`src/rtl/cpu_pkg.sv`:
```
// Shared CPU constants used by the fetch-side blocks.
package cpu_pkg;

    localparam int INSTR_W = 32;
    localparam int PC_W    = 32;

    localparam logic [INSTR_W-1:0] NOP_INSTR = 32'h00000000;

endpackage

```
`src/rtl/instr_buffer_mem.sv`:
```
// Storage array for the instruction buffer: synchronous write, combinational read, no reset.
module instr_buffer_mem #(
    parameter int DEPTH = 4,
    parameter int WIDTH = 64,
    parameter int AW    = $clog2(DEPTH)
) (
    input  logic             clk,
    input  logic             we,
    input  logic [AW-1:0]    waddr,
    input  logic [WIDTH-1:0] wdata,
    input  logic [AW-1:0]    raddr,
    output logic [WIDTH-1:0] rdata
);

    logic [WIDTH-1:0] mem [DEPTH];

    always_ff @(posedge clk) begin
        if (we) begin
            mem[waddr] <= wdata;
        end
    end

    assign rdata = mem[raddr];

endmodule

```
`src/rtl/instr_buffer.sv`:
```
// DEPTH-entry FIFO of {pc, instr} pairs between instruction memory and decode.
// Presents a NOP with a zero PC whenever the buffer is empty.
module instr_buffer #(
    parameter int  DATA_W = cpu_pkg::INSTR_W,
    parameter int  PC_W   = cpu_pkg::PC_W,
    parameter int  DEPTH  = 4,
    localparam int CNT_W  = $clog2(DEPTH + 1)
) (
    input  logic              clk,
    input  logic              rst,
    input  logic              in_valid,
    input  logic [PC_W-1:0]   in_pc,
    input  logic [DATA_W-1:0] in_instr,
    output logic              in_ready,
    output logic              out_valid,
    output logic [PC_W-1:0]   out_pc,
    output logic [DATA_W-1:0] out_instr,
    input  logic              out_ready,
    input  logic              flush,
    output logic [CNT_W-1:0]  count
);

    import cpu_pkg::*;

    localparam int AW = $clog2(DEPTH);
    localparam int EW = PC_W + DATA_W;
    localparam logic [CNT_W-1:0] FULL = CNT_W'(DEPTH);

    logic [AW-1:0] wr_ptr;
    logic [AW-1:0] rd_ptr;
    logic [EW-1:0] head;
    logic          push;
    logic          pop;

    instr_buffer_mem #(
        .DEPTH (DEPTH),
        .WIDTH (EW),
        .AW    (AW)
    ) u_mem (
        .clk   (clk),
        .we    (push && !flush),
        .waddr (wr_ptr),
        .wdata ({in_pc, in_instr}),
        .raddr (rd_ptr),
        .rdata (head)
    );

    // Ready depends only on registered occupancy, so a pop while full cannot admit a push.
    assign in_ready  = (count != FULL);
    assign out_valid = (count != '0);
    assign push      = in_valid && in_ready;
    assign pop       = out_valid && out_ready;

    assign out_pc    = out_valid ? head[EW-1:DATA_W] : '0;
    assign out_instr = out_valid ? head[DATA_W-1:0]  : DATA_W'(NOP_INSTR);

    // Flush wins over any handshake in the same cycle.
    always_ff @(posedge clk or negedge rst) begin
        if (!rst) begin
            wr_ptr <= '0;
            rd_ptr <= '0;
            count  <= '0;
        end else if (flush) begin
            wr_ptr <= '0;
            rd_ptr <= '0;
            count  <= '0;
        end else begin
            if (push) begin
                wr_ptr <= wr_ptr + AW'(1);
            end
            if (pop) begin
                rd_ptr <= rd_ptr + AW'(1);
            end
            if (push && !pop) begin
                count <= count + CNT_W'(1);
            end else if (pop && !push) begin
                count <= count - CNT_W'(1);
            end
        end
    end

endmodule

```
`config.mk`:
```
export PLATFORM = sky130hd
export DESIGN_NAME = instr_buffer
export DESIGN_NICKNAME = d
export VERILOG_FILES = /design/src/rtl/cpu_pkg.sv /design/src/rtl/instr_buffer_mem.sv /design/src/rtl/instr_buffer.sv
export SDC_FILE = /design/constraint.sdc
export NUM_CORES = 1
export LEC_CHECK = 0
export ABC_AREA = 1
export BUFFER_PORTS_ARGS = -buffer_cell sky130_fd_sc_hd__buf_2
export CAP_MARGIN = 0
export CORE_UTILIZATION = 40
export DETAILED_ROUTE_END_ITERATION = 7
export PLACE_DENSITY = 0.6
export SETUP_SLACK_MARGIN = 0.2
export SYNTH_ARGS = -nofsm -noshare
export SYNTH_HDL_FRONTEND = slang
export SYNTH_SLANG_ARGS = --single-unit
```
`constraint.sdc`:
```
create_clock -name clk -period 4.51 [get_ports clk]
set_input_delay 0.902 -clock clk [delete_from_list [all_inputs] [get_ports clk]]
set_output_delay 0.902 -clock clk [all_outputs]
set_load 0.02 [all_outputs]
```
== After elaboration in Yosys (flattened, before gate mapping) ==
Memory sizes are Yosys's and may differ from the RTL's.
Cells that the tools add are included.

* $add $sub $neg: 4
* Eq/ne operators: 1
* Muxes and demuxes: 11
* Reduce and logical (&&, ||, !) cells: 12

{| class="wikitable"
|+ Operators by type and width
! cell !! count
|-
| 2-to-1 mux 32 bit || 2
|-
| 2-to-1 mux 3 bit || 3
|-
| 2-to-1 mux 2 bit || 4
|-
| nonzero test 3 bit || 2
|-
| logical AND 1 bit || 5
|-
| adder 2 x 1 -> 2 bit, second input constant || 2
|-
| nonzero test 2 bit || 2
|-
| adder 3 x 1 -> 3 bit, second input constant || 1
|-
| zero test 1 bit || 3
|-
| != test 3 bit, second input constant || 1
|-
| subtractor 3 x 1 -> 3 bit, second input constant || 1
|-
| 2-to-1 mux 1 bit || 2
|}

* Register bits: 7
* Bits in writable memories: 256
* Input port bits: 69
* Output and inout bits: 69
* Word-level logic and storage cells: 32
* Memories kept: 1

{| class="wikitable"
|+ Memories
! memory !! words !! width !! read ports !! clocked after memory_dff !! wr ports !! line !! RTL
|-
| u_mem.mem || 4 || 64 || 1 || 0 || 1 || instr_buffer_mem.sv:15 || <nowiki>logic [WIDTH-1:0] mem [DEPTH];</nowiki>
|}

== Depth between registers and ports, before layout ==
Gate-level depths: netlist of run 1.

* Word-level depth: 7
* Mapped depth: 12
* Mapped depth without buffers: 12

== By module ==
Synthesis of run 1 repeated with hierarchy kept, for this count alone.

* Cell total of the unflattened synthesis: 1202
* Area, all modules: 11735.0 µm²

{| class="wikitable"
|+ Modules (own cells, without submodules)
! module !! instances !! cells each !! area an instance (µm²) !! seq. area each (µm²)
|-
| instr_buffer_mem || 1 || 1010 || 10761.6 || 7687.4
|-
| instr_buffer || 1 || 192 || 973.4 || 175.2
|}

== Worst setup path after synthesis of run 1 ==
OpenSTA, ideal clock, no wires.

* Path type: input -> register
* Start: input flush
* End: memory u_mem.mem[0][0], enable pin
* Setup time: 486 ps
* Data arrival time: 4045 ps
* Required time: 4024 ps
* Setup slack: -21 ps
* Stages on the path: 4
* Buffers on the path: 1
* Cell sequence: inv_1 clkbuf_1 nand2_1 nor2_1

* Cells in the longest elaborated chain, start to end: 4

{| class="wikitable"
|+ RTL lines
! what !! line !! RTL
|-
| from (decl) || instr_buffer.sv:19 || <nowiki>input logic flush,</nowiki>
|-
| zero test 1 bit || instr_buffer.sv:41 || <nowiki>.we (push && !flush),</nowiki>
|-
| logical AND 1 bit || instr_buffer.sv:41 ||
|-
| 2-to-1 mux 1 bit || instr_buffer_mem.sv:18 || <nowiki>if (we) begin</nowiki>
|-
| 2-to-1 mux 1 bit (implied by the code) || instr_buffer_mem.sv:19 || <nowiki>mem[waddr] <= wdata;</nowiki>
|-
| to (decl) || instr_buffer_mem.sv:15 ||
|}

Every way passes these cells.

== Worst setup path in the final report of run 1 ==
* Start: register count[0]
* End: output out_instr[14]

* Cells in the longest elaborated chain, start to end: 2

{| class="wikitable"
|+ RTL lines
! what !! line !! RTL
|-
| from (decl) || instr_buffer.sv:20 || <nowiki>output logic [CNT_W-1:0] count</nowiki>
|-
| from (signal assigned) || instr_buffer.sv:75 || <nowiki>count <= count + CNT_W'(1);</nowiki>
|-
| from (signal assigned) || instr_buffer.sv:77 || <nowiki>count <= count - CNT_W'(1);</nowiki>
|-
| nonzero test 3 bit || instr_buffer.sv:50 || <nowiki>assign out_valid = (count != '0);</nowiki>
|-
| 2-to-1 mux 32 bit || instr_buffer.sv:55 || <nowiki>assign out_instr = out_valid ? head[DATA_W-1:0] : DATA_W'(NOP_INSTR);</nowiki>
|-
| to (decl) || instr_buffer.sv:17 || <nowiki>output logic [DATA_W-1:0] out_instr,</nowiki>
|}

Every way passes these cells.

==> results_dict.tcl, run 1 <==
set metrics [dict create \
    arrival_ns 2.46 \
    cts_root_buf "clkbuf_16" \
    yosysMostFrequentCell "nor2_1" \
    setup_ws_ns 1.15 \
    ys_ff_latch 263 \
    die_height_microns 163 \
    initial_core_util_pct 41.0 \
    dieArea_sq_mm 0.0265 \
    synthAdderAreaFrac_pct 0.677 \
    numCtsBuffers 27 \
    cp_data_required_time_ns 3.61 \
    num_io_pins 138 \
    worstSetupPathType "flip-flop to output pin" \
    cts_sinks 263 \
    place.gp.congestion 0.768 \
    synth_cell_type_count 19 \
    synth_compound_area_share_pct 9.57 \
    yosys-top-cells-area "edfxtp_1, nor2_1, o21ai_0, a21oi_1, dfrtp_1" \
    synth_area_sq_mm 0.0104 \
    final_core_util_pct 48.1 \
    synth_top_area_cell "edfxtp_1" \
    clockBufferDepth 3 \
    synthXorXnorAreaFrac_pct 0.0846 \
    yosys-top-cells-count "nor2_1, edfxtp_1, o21ai_0" \
    drtIter0Drc 507 \
    critPathMaxStageDelay_ns 0.63 \
    clk_pin_slew_ns 0.06 \
    cts.htree.levels 1 \
    clk_latency_ns 0.52 \
    comb_power_share_pct 27.5 \
    remaining_drc_errors 0 \
    portBuffers 137 \
    p_seq_share_pct 43.3 \
    drive_gt1_share_pct 20.0 \
    finClkSkew_ns 0.00935 \
    drv_cap 0 \
    vias 6453 \
    yosysSeqAreaShare_pct 75.9 \
    synth_edf_count 256 \
    yosysWarningCount 0 \
    async_flop_share_pct 2.66 \
    via_per_inst 4.97 \
    ir_drop_mv 0.218 \
    synth_nets 894 \
    crit_buf_inv 3 \
    outcome "finished, final reports clean" \
    wl_per_cell_microns 17.6 \
    wl_microns 22900 \
    syn_inst 820 \
    antenna_found_initial 4 \
    ctsResizeCount 0 \
    rows 58 \
    nets 1024 \
    power_report.internal_total_uw 4450 \
    min_period_ns 3.36 \
    p_per_area_mw_per_mm2 545 \
    placement.setup.worst_slack_ns 1.68 \
    muxShareOfSynthArea_pct 0 \
    synth_top_family_by_area "simple AND/OR/NAND/NOR gates" \
    cp_top_family "buffers and inverters" \
    syn2layout_area_growth_pct 17.4 \
    r2r_slack_ns 2.26 \
    power_leakage_uw 0.00437 \
    end_kind "output pin" \
    worstPathMaxFanout 37 \
    rsz0062_at_grt "false" \
    slew_headroom_pct 42.3 \
    grt_pass1_vias 6063 \
    pwr-share-clk_pct 29.3 \
    gr-usage-all-layers_pct 17.0 \
    holdBufCountCts 0 \
    avgSynthCellArea_sq_um 12.6 \
    firstDrtPassIters 6 \
    dpl.hpwl_microns 12600 \
    p_sw_uw 2180 \
    worst_pin_slew_ns 0.865 \
    die_w_microns 163 \
    synth-simple-area-share_pct 10.5 \
    crit_path_start_kind "flip-flop" \
    finalSetupViolations 0 \
    cp_slowest_cell "inv_2" \
    fmax_mhz 297 \
    synth_top_cell_area_share_pct 74.2 \
    core_sq_mm 0.0253 \
    slew_viol_final 0 \
    cts_setup_buffers 0 \
    grt_max_degree 130 \
    grt_pass1_wl_microns 34700 \
    final_hold_viol_count 0 \
    ant_nets 0 \
    sw_frac_of_total_pct 32.9 \
    overflow 0 \
    worstPathCellList "nor2_1 > nand2_1 > inv_2 > buf_12 > a21oi_1 > buf_2" \
    fin_crit_sh_pct 74.6 \
    synth_top_flop_cell "edfxtp_1" \
    min_path_type "input pin to asynchronous set/reset pin" \
    cts_tree "yes" \
]
-- state kept, by name, summed over array words and instances, names as in the netlist --
signal     cells
rd_ptr         2
u_mem.mem    256
wr_ptr         2
count          3
-- stage by stage --
step / total power [uW] / setup TNS (ns) / hold slack [ns] / std cells / instance area, sq um
final: 6620 / 0 / 0.210 / 1299 / 12200
after global placement: 4760 / 0 / 0.558 / 1251 / 11400
after CTS: 6710 / 0 / 0.196 / 1297 / 12200
after global routing: 6960 / 0 / 0.191 / 1298 / 12200
after floorplan: 4130 / -5.37 / 0.579 / 820 / 10400
after detailed placement: 4770 / 0 / 0.586 / 1251 / 11400
-- power groups by stage --
| stage | Combinational [uW] | Clock, uW | Sequential [uW] |
|---|---|---|---|
| 3_3_place_gp | 1850 | 0 | 2910 |
| 2_1_floorplan | 1200 | 0 | 2930 |
| 6_report | 1820 | 1940 | 2870 |
| 3_5_place_dp | 1850 | 0 | 2920 |
| 4_1_cts | 1860 | 1980 | 2870 |
| 5_1_grt | 2000 | 2080 | 2880 |
-- layer usage --
metal / up-vias / part of all wire, % / global-route usage, %
li1: 3156 / - / -
met4: 4 / 2.0 / 4.97
met3: 34 / 5.3 / 3.36
met1: 3100 / 45 / 23.0
met5: - / 0.079 / 0
met2: 159 / 48 / 27.9
-- area by class of cell --
type                       count  area (sq um)
antenna                        2          5.00
clock buffer                  33           698
clock inverter                13          61.3
fill                        2240         13100
inverter                      17          65.1
multi-input combinational    491          2190
sequential                   263          7870
tap                          330           413
timing repair buffer         150           858
-- cell usage in the layout, fill, tap and decap left out --
master	count
clkinv_1	6
buf_4	7
inv_2	2
diode_2	2
edfxtp_1	256
nand3_1	5
clkbuf_1	6
nor2_1	259
o21ai_1	3
nor2_4	4
inv_6	1
buf_12	6
buf_2	137
clkinv_2	7
clkbuf_16	27
xnor2_1	1
a21oi_1	67
nand2_1	16
dfrtp_2	1
dfrtp_4	1
ha_1	4
inv_1	14
o21ai_0	128
nand4_1	3
dfrtp_1	5
fa_1	1
-- cells by family after synthesis --
logic type	after synthesis
DFF	263
and+or+nand+nor	287
xor gates and xnor gates	1
buffers and inverters	66
adders and majority gates	5
AOI/OAI and AO/OA	198
-- final timing paths --
path                                       from                    endpoint  depth (start not counted)
max in group asynchronous                   rst       rd_ptr[0]$_DFFE_PN0P_                          1
setup / recovery           count[0]$_DFFE_PN0P_               out_instr[14]                          6
setup reg to reg           count[0]$_DFFE_PN0P_  u_mem.mem[2][58]$_DFFE_PP_                          7
hold reg to reg            count[1]$_DFFE_PN0P_        count[1]$_DFFE_PN0P_                          2
hold / removal                              rst        count[0]$_DFFE_PN0P_                          1
min in group clk                    in_instr[7]   u_mem.mem[3][7]$_DFFE_PP_                          1
-- worst register-to-register path: cells and delay by family, from the launching register on --
family / cells / cell delay [ns]
AND/OR/NAND/NOR: 5 / 0.99
buffers and inverters: 2 / 0.49
flip-flops: 1 / 0.41
No activity file was read; power rests on OpenSTA's default activity.
==> run 2: changes to the inputs <==
==> constraint.sdc (replaced) <==
create_clock -name clk -period 3.3 [get_ports clk]
set_input_delay 0.66 -clock clk [delete_from_list [all_inputs] [get_ports clk]]
set_output_delay 0.66 -clock clk [all_outputs]
set_load 0.02 [all_outputs]
==> run 2 against run 1 <==
Against the previous run: combinational power rose by 38%; utilization up 0.76 points; routed wire length shrank 2.2%; die area unchanged; critical path depth unchanged; critical endpoint unchanged; via count decreased by 0.20%; clock power up 60%; sequential share of layout area down 1.0 points; worst hold slack improved by 0.13 ns; non-clock buffer count grew 4; clock skew increased by 0.0061 ns; count of clock-buffer cells in the layout up 3.
==> results_dict.tcl, run 2 (synthesized netlist as in run 1, its figures left out) <==
set metrics [dict create \
    outcome "finished, final reports clean" \
    rows 58 \
    die_height_microns 163 \
    rr_worst_depth 7 \
    worstHoldStart "in_instr[19]" \
    gr-usage-all-layers_pct 16.6 \
    grt_pass1_vias 6281 \
    dpl.hpwl_microns 12400 \
    drtIter0Drc 320 \
    cts_tree "yes" \
    fin_crit_sh_pct 88.9 \
    die_w_microns 163 \
    syn2layout_area_growth_pct 19.3 \
    arrival_ns 2.27 \
    placed_area_sq_mm 0.0114 \
    initial_core_util_pct 41.0 \
    largestRegisters "u_mem.mem x256, count x3" \
    clk_pin_slew_ns 0.06 \
    finalSetupViolations 0 \
    power_leakage_uw 0.00447 \
    placedCellCount 1254 \
    grt_pass1_wl_microns 33900 \
    worstSetupPathType "flip-flop to output pin" \
    critPathLaunch "rd_ptr[0]$_DFFE_PN0P_" \
    worstReg2RegStart "count[0]$_DFFE_PN0P_" \
    wl_per_cell_microns 17.1 \
    worstPathMaxFanout 129 \
    cts_setup_buffers 0 \
    drv_cap 0 \
    final_hold_viol_count 0 \
    min_path_type "input pin to flip-flop" \
    slew_headroom_pct 43.4 \
    min_path_cells 1 \
    p_per_area_mw_per_mm2 772 \
    ant_nets 0 \
    via_per_inst 4.92 \
    num_io_pins 138 \
    place.gp.congestion 0.735 \
    p_total_uw 9540 \
    ir_drop_mv 0.551 \
    final_common_cell "nor2_1" \
    clockBufferDepth 3 \
    top_register "u_mem.mem" \
    clk_latency_ns 0.53 \
    vias 6440 \
    cts_sinks 263 \
    finClkSkew_ns 0.0154 \
    reg2reg_to "u_mem.mem[3][32]$_DFFE_PP_" \
    rsz0062_at_grt "false" \
    nets 1029 \
    fmax_mhz 341 \
    cts.htree.levels 1 \
    crit_path_start_kind "flip-flop" \
    remaining_drc_errors 0 \
    cp_data_required_time_ns 2.64 \
    firstDrtPassIters 5 \
    cts_root_buf "clkbuf_16" \
    portBuffers 137 \
    design_area_sq_mm 0.0124 \
    grt_max_degree 130 \
    wl_microns 22400 \
    overflow 0 \
    largest_register_ffs 256 \
    worst_pin_slew_ns 0.848 \
    numCtsBuffers 28 \
    core_sq_mm 0.0253 \
    slew_viol_final 0 \
    ctsResizeCount 0 \
    placement.setup.worst_slack_ns 0.906 \
    antenna_found_initial 2 \
    stdcell_count 1308 \
    fillers 2264 \
    setup_ws_ns 0.368 \
    min_period_ns 2.93 \
    drive_gt1_share_pct 20.3 \
    r2r_slack_ns 1.22 \
    hold_end "u_mem.mem[3][19]$_DFFE_PP_" \
    dieArea_sq_mm 0.0265 \
    tns_ns 0 \
    layout_common_cells "nor2_1, edfxtp_1, buf_2" \
    end_kind "output pin" \
]
run 2: cell count changes in the layout (fill, tap and decap cells not counted), sizes merged:
| cell | previous run | this run |
|---|---|---|
| bufinv | 0 | 4 |
| inv | 17 | 16 |
| clkbuf | 33 | 36 |
| dlygate4sd3 | 0 | 1 |
| buf | 150 | 153 |
| diode | 2 | 1 |
run 2: through the flow:
stage / util [%] / hold slack, ns
6_report: 48.9 / 0.338
5_1_grt: 48.9 / 0.323
4_1_cts: 48.9 / 0.313
3_5_place_dp: 45.2 / 0.526
3_3_place_gp: 45.2 / 0.527
2_1_floorplan: - / 0.364
run 2: worst max-delay path by stage:
stage	endpoint	cells after the start
5_1_grt	out_instr[5]	6
2_1_floorplan	u_mem.mem[0][0]$_DFFE_PP_	4
6_report	out_instr[14]	6
4_1_cts	out_pc[9]	6
3_5_place_dp	out_pc[5]	6
3_3_place_gp	out_pc[7]	6
run 2: report_power, final:
part           switching [uW]  internal (uW)  leakage (uW)
logic                    1770            743       0.00161
registers                54.7           3860       0.00241
clock network            1200           1910      0.000448
total                    3030           6510       0.00447
run 2: critical path, cell delays in order, from the launching register on:
cell	delay (ns)
dfrtp_4	0.43
buf_12	0.41
nor2_1	0.11
nor2_1	0.12
o21ai_0	0.09
a21oi_1	0.24
buf_2	0.22
run 2: area by class of cell:
| cell class | instances | area [sq um] | share of cell area [%] |
|---|---|---|---|
| antenna | 1 | 2.50 | 0.0203 |
| multi-input combinational | 491 | 2190 | 17.7 |
| clock inverter | 16 | 169 | 1.37 |
| tap | 330 | 413 | 3.34 |
| inverter | 17 | 65.1 | 0.527 |
| clock buffer | 36 | 752 | 6.09 |
| sequential | 263 | 7870 | 63.7 |
| timing repair buffer | 154 | 891 | 7.21 |
run 2: per-layer routing:
metal,vias up,GRT usage (%),routed length [microns]
met3,33,3.03,996
met1,3097,20.8,9760
met5,-,0,13
li1,3171,-,-
met2,137,29.5,11100
met4,2,4.33,438
run 2: repair_timing:
action | 4_1_cts | 5_1_grt
hold buffers | 1 | 0
endpoints found under the hold margin | 7 | 0
endpoints found under the setup margin | 0 | 0
==> run 3: changes to the inputs <==
--- a/config.mk
+++ b/config.mk
@@ -8,6 +8,7 @@
 export ABC_AREA = 1
 export BUFFER_PORTS_ARGS = -buffer_cell sky130_fd_sc_hd__buf_2
 export CAP_MARGIN = 0
+export CORE_ASPECT_RATIO = 1.1
 export CORE_UTILIZATION = 40
 export DETAILED_ROUTE_END_ITERATION = 7
 export PLACE_DENSITY = 0.6
==> run 3 against run 2 <==
Against the previous run: utilization about the same; global-route usage rose by 0.74 points; non-clock buffer count is the same; routed wire length is 1.4% higher; power hardly changed; critical path depth stayed put; register-to-register slack got worse by 0.07 ns; largest cell class unchanged.
==> results_dict.tcl, run 3 (synthesized netlist as in run 1, its figures left out) <==
set metrics [dict create \
    dieArea_sq_mm 0.0265 \
    gr-usage-all-layers_pct 17.4 \
    syn2layout_area_growth_pct 19.6 \
    num_io_pins 138 \
    fin_crit_sh_pct 88.8 \
    final_common_cell "nor2_1" \
    gr-usage-met3_pct 2.94 \
    firstDrtPassIters 5 \
    crit_end "out_instr[2]" \
    worstPathMaxFanout 129 \
    rr_worst_depth 7 \
    register_area_sq_mm 0.00787 \
    end_kind "output pin" \
    dpl.hpwl_microns 12200 \
    reg2reg_to "u_mem.mem[2][61]$_DFFE_PP_" \
    crit_path_start_kind "flip-flop" \
    clk_pin_slew_ns 0.06 \
    cts_root_buf "clkbuf_16" \
    die_height_microns 171 \
    rows 61 \
    drtIter0Drc 331 \
    grt_pass1_vias 6461 \
    stdcell_count 1324 \
    outcome "finished, final reports clean" \
    wl_microns 22700 \
    grt_use_met1_pct 21.4 \
    remaining_drc_errors 0 \
    finalSetupViolations 0 \
    top_register "u_mem.mem" \
    worst_pin_slew_ns 0.873 \
    power_leakage_uw 0.00447 \
    drv_cap 0 \
    min_path_type "input pin to flip-flop" \
    final_hold_viol_count 0 \
    cts_tree "yes" \
    tns_ns 0 \
    nets 1029 \
    antenna_found_initial 2 \
    numCtsBuffers 28 \
    fillers 2305 \
    slew_headroom_pct 41.8 \
    finClkSkew_ns 0.00684 \
    largestRegisters "u_mem.mem x256, count x3" \
    core_sq_mm 0.0253 \
    multi_input_area_sq_mm 0.00219 \
    initial_core_util_pct 40.9 \
    cp_slowest_cell "buf_12" \
    clockBufferDepth 3 \
    grt_pass1_wl_microns 35200 \
    ir_drop_mv 0.507 \
    cts.htree.levels 1 \
    ctsResizeCount 0 \
    p_per_area_mw_per_mm2 770 \
    layout_common_cells "nor2_1, edfxtp_1, buf_2" \
    crit_top_cell "nor2_1" \
    largest_register_ffs 256 \
    worstPathCellList "buf_12 > nor2_1 > nor2_1 > o21ai_0 > a21oi_1 > buf_2" \
    worstSetupPathType "flip-flop to output pin" \
    place.gp.congestion 0.735 \
    vias 6511 \
    grt_max_degree 130 \
    min_period_ns 2.93 \
    worst-path-stages 6 \
    cp_top_family "buffers and inverters" \
    drive_gt1_share_pct 20.9 \
    die_w_microns 155 \
    globalRoute.busiestLayer "met2" \
    placedCellCount 1270 \
    via_per_inst 4.92 \
    cts_sinks 263 \
    critPathLaunch "rd_ptr[0]$_DFFE_PN0P_" \
    rsz0062_at_grt "false" \
    crit_buf_inv 2 \
    arrival_ns 2.27 \
    wl_per_cell_microns 17.1 \
    portBuffers 137 \
    fmax_mhz 341 \
    slew_viol_final 0 \
    overflow 0 \
    cp_data_required_time_ns 2.64 \
    grt_util_met2_pct 31.1 \
    critPathMaxStageDelay_ns 0.47 \
    clk_latency_ns 0.52 \
    worstHoldStart "in_instr[10]" \
    ant_nets 0 \
    worstReg2RegStart "count[0]$_DFFE_PN0P_" \
    r2r_slack_ns 1.15 \
]
[run 3: cell types whose count changed in the layout (fill, tap and decap cells not counted)]
cell / previous run / this run
clkbuf_1: 7 / 3
clkinvlp_4: 0 / 1
clkinv_2: 4 / 8
clkinv_1: 9 / 5
clkinv_4: 0 / 1
diode_2: 1 / 3
[run 3: area by class of cell]
class / count / share of cell area, %
multi-input combinational: 491 / 17.7
inverter: 17 / 0.525
tap: 346 / 3.50
clock buffer: 32 / 5.95
antenna: 3 / 0.0606
sequential: 263 / 63.5
clock inverter: 18 / 1.54
timing repair buffer: 154 / 7.19
[run 3: worst min-delay path by stage]
stage	end	slack, ns	depth (start not counted)
6_report	u_mem.mem[1][10]$_DFFE_PP_	0.34	1
5_1_grt	u_mem.mem[2][2]$_DFFE_PP_	0.32	1
4_1_cts	u_mem.mem[1][57]$_DFFE_PP_	0.32	1
3_5_place_dp	count[1]$_DFFE_PN0P_	0.52	1
3_3_place_gp	count[1]$_DFFE_PN0P_	0.51	1
2_1_floorplan	count[0]$_DFFE_PN0P_	0.36	0
[run 3: timing repair]
action	4_1_cts	5_1_grt
hold buffers	1	0
hold endpoints to repair	7	0
buffers inserted	0	0
[run 3: where the power goes]
| part | switching (uW) | internal [uW] |
|---|---|---|
| logic | 1770 | 727 |
| registers | 54.2 | 3860 |
| clock network | 1220 | 1900 |
| total | 3040 | 6490 |
[run 3: per-layer routing]
layer  wire [microns]  part of all wire (%)
met1             9520                    42
met5                0                     0
met4              465                   2.1
met3             1230                   5.4
met2            11500                    51
[run 3: per-stage QoR]
step	power, uW	utilization, %	hold slack (ns)	cell area (sq um)	worst slack (ns)
floorplan	5650	-	0.364	10400	0.0326
global placement	6520	45.1	0.513	11400	0.891
detailed placement	6540	45.1	0.518	11400	0.860
CTS	9680	48.8	0.319	12400	0.313
global route	10000	48.9	0.324	12400	0.214
finish	9540	48.9	0.342	12400	0.368
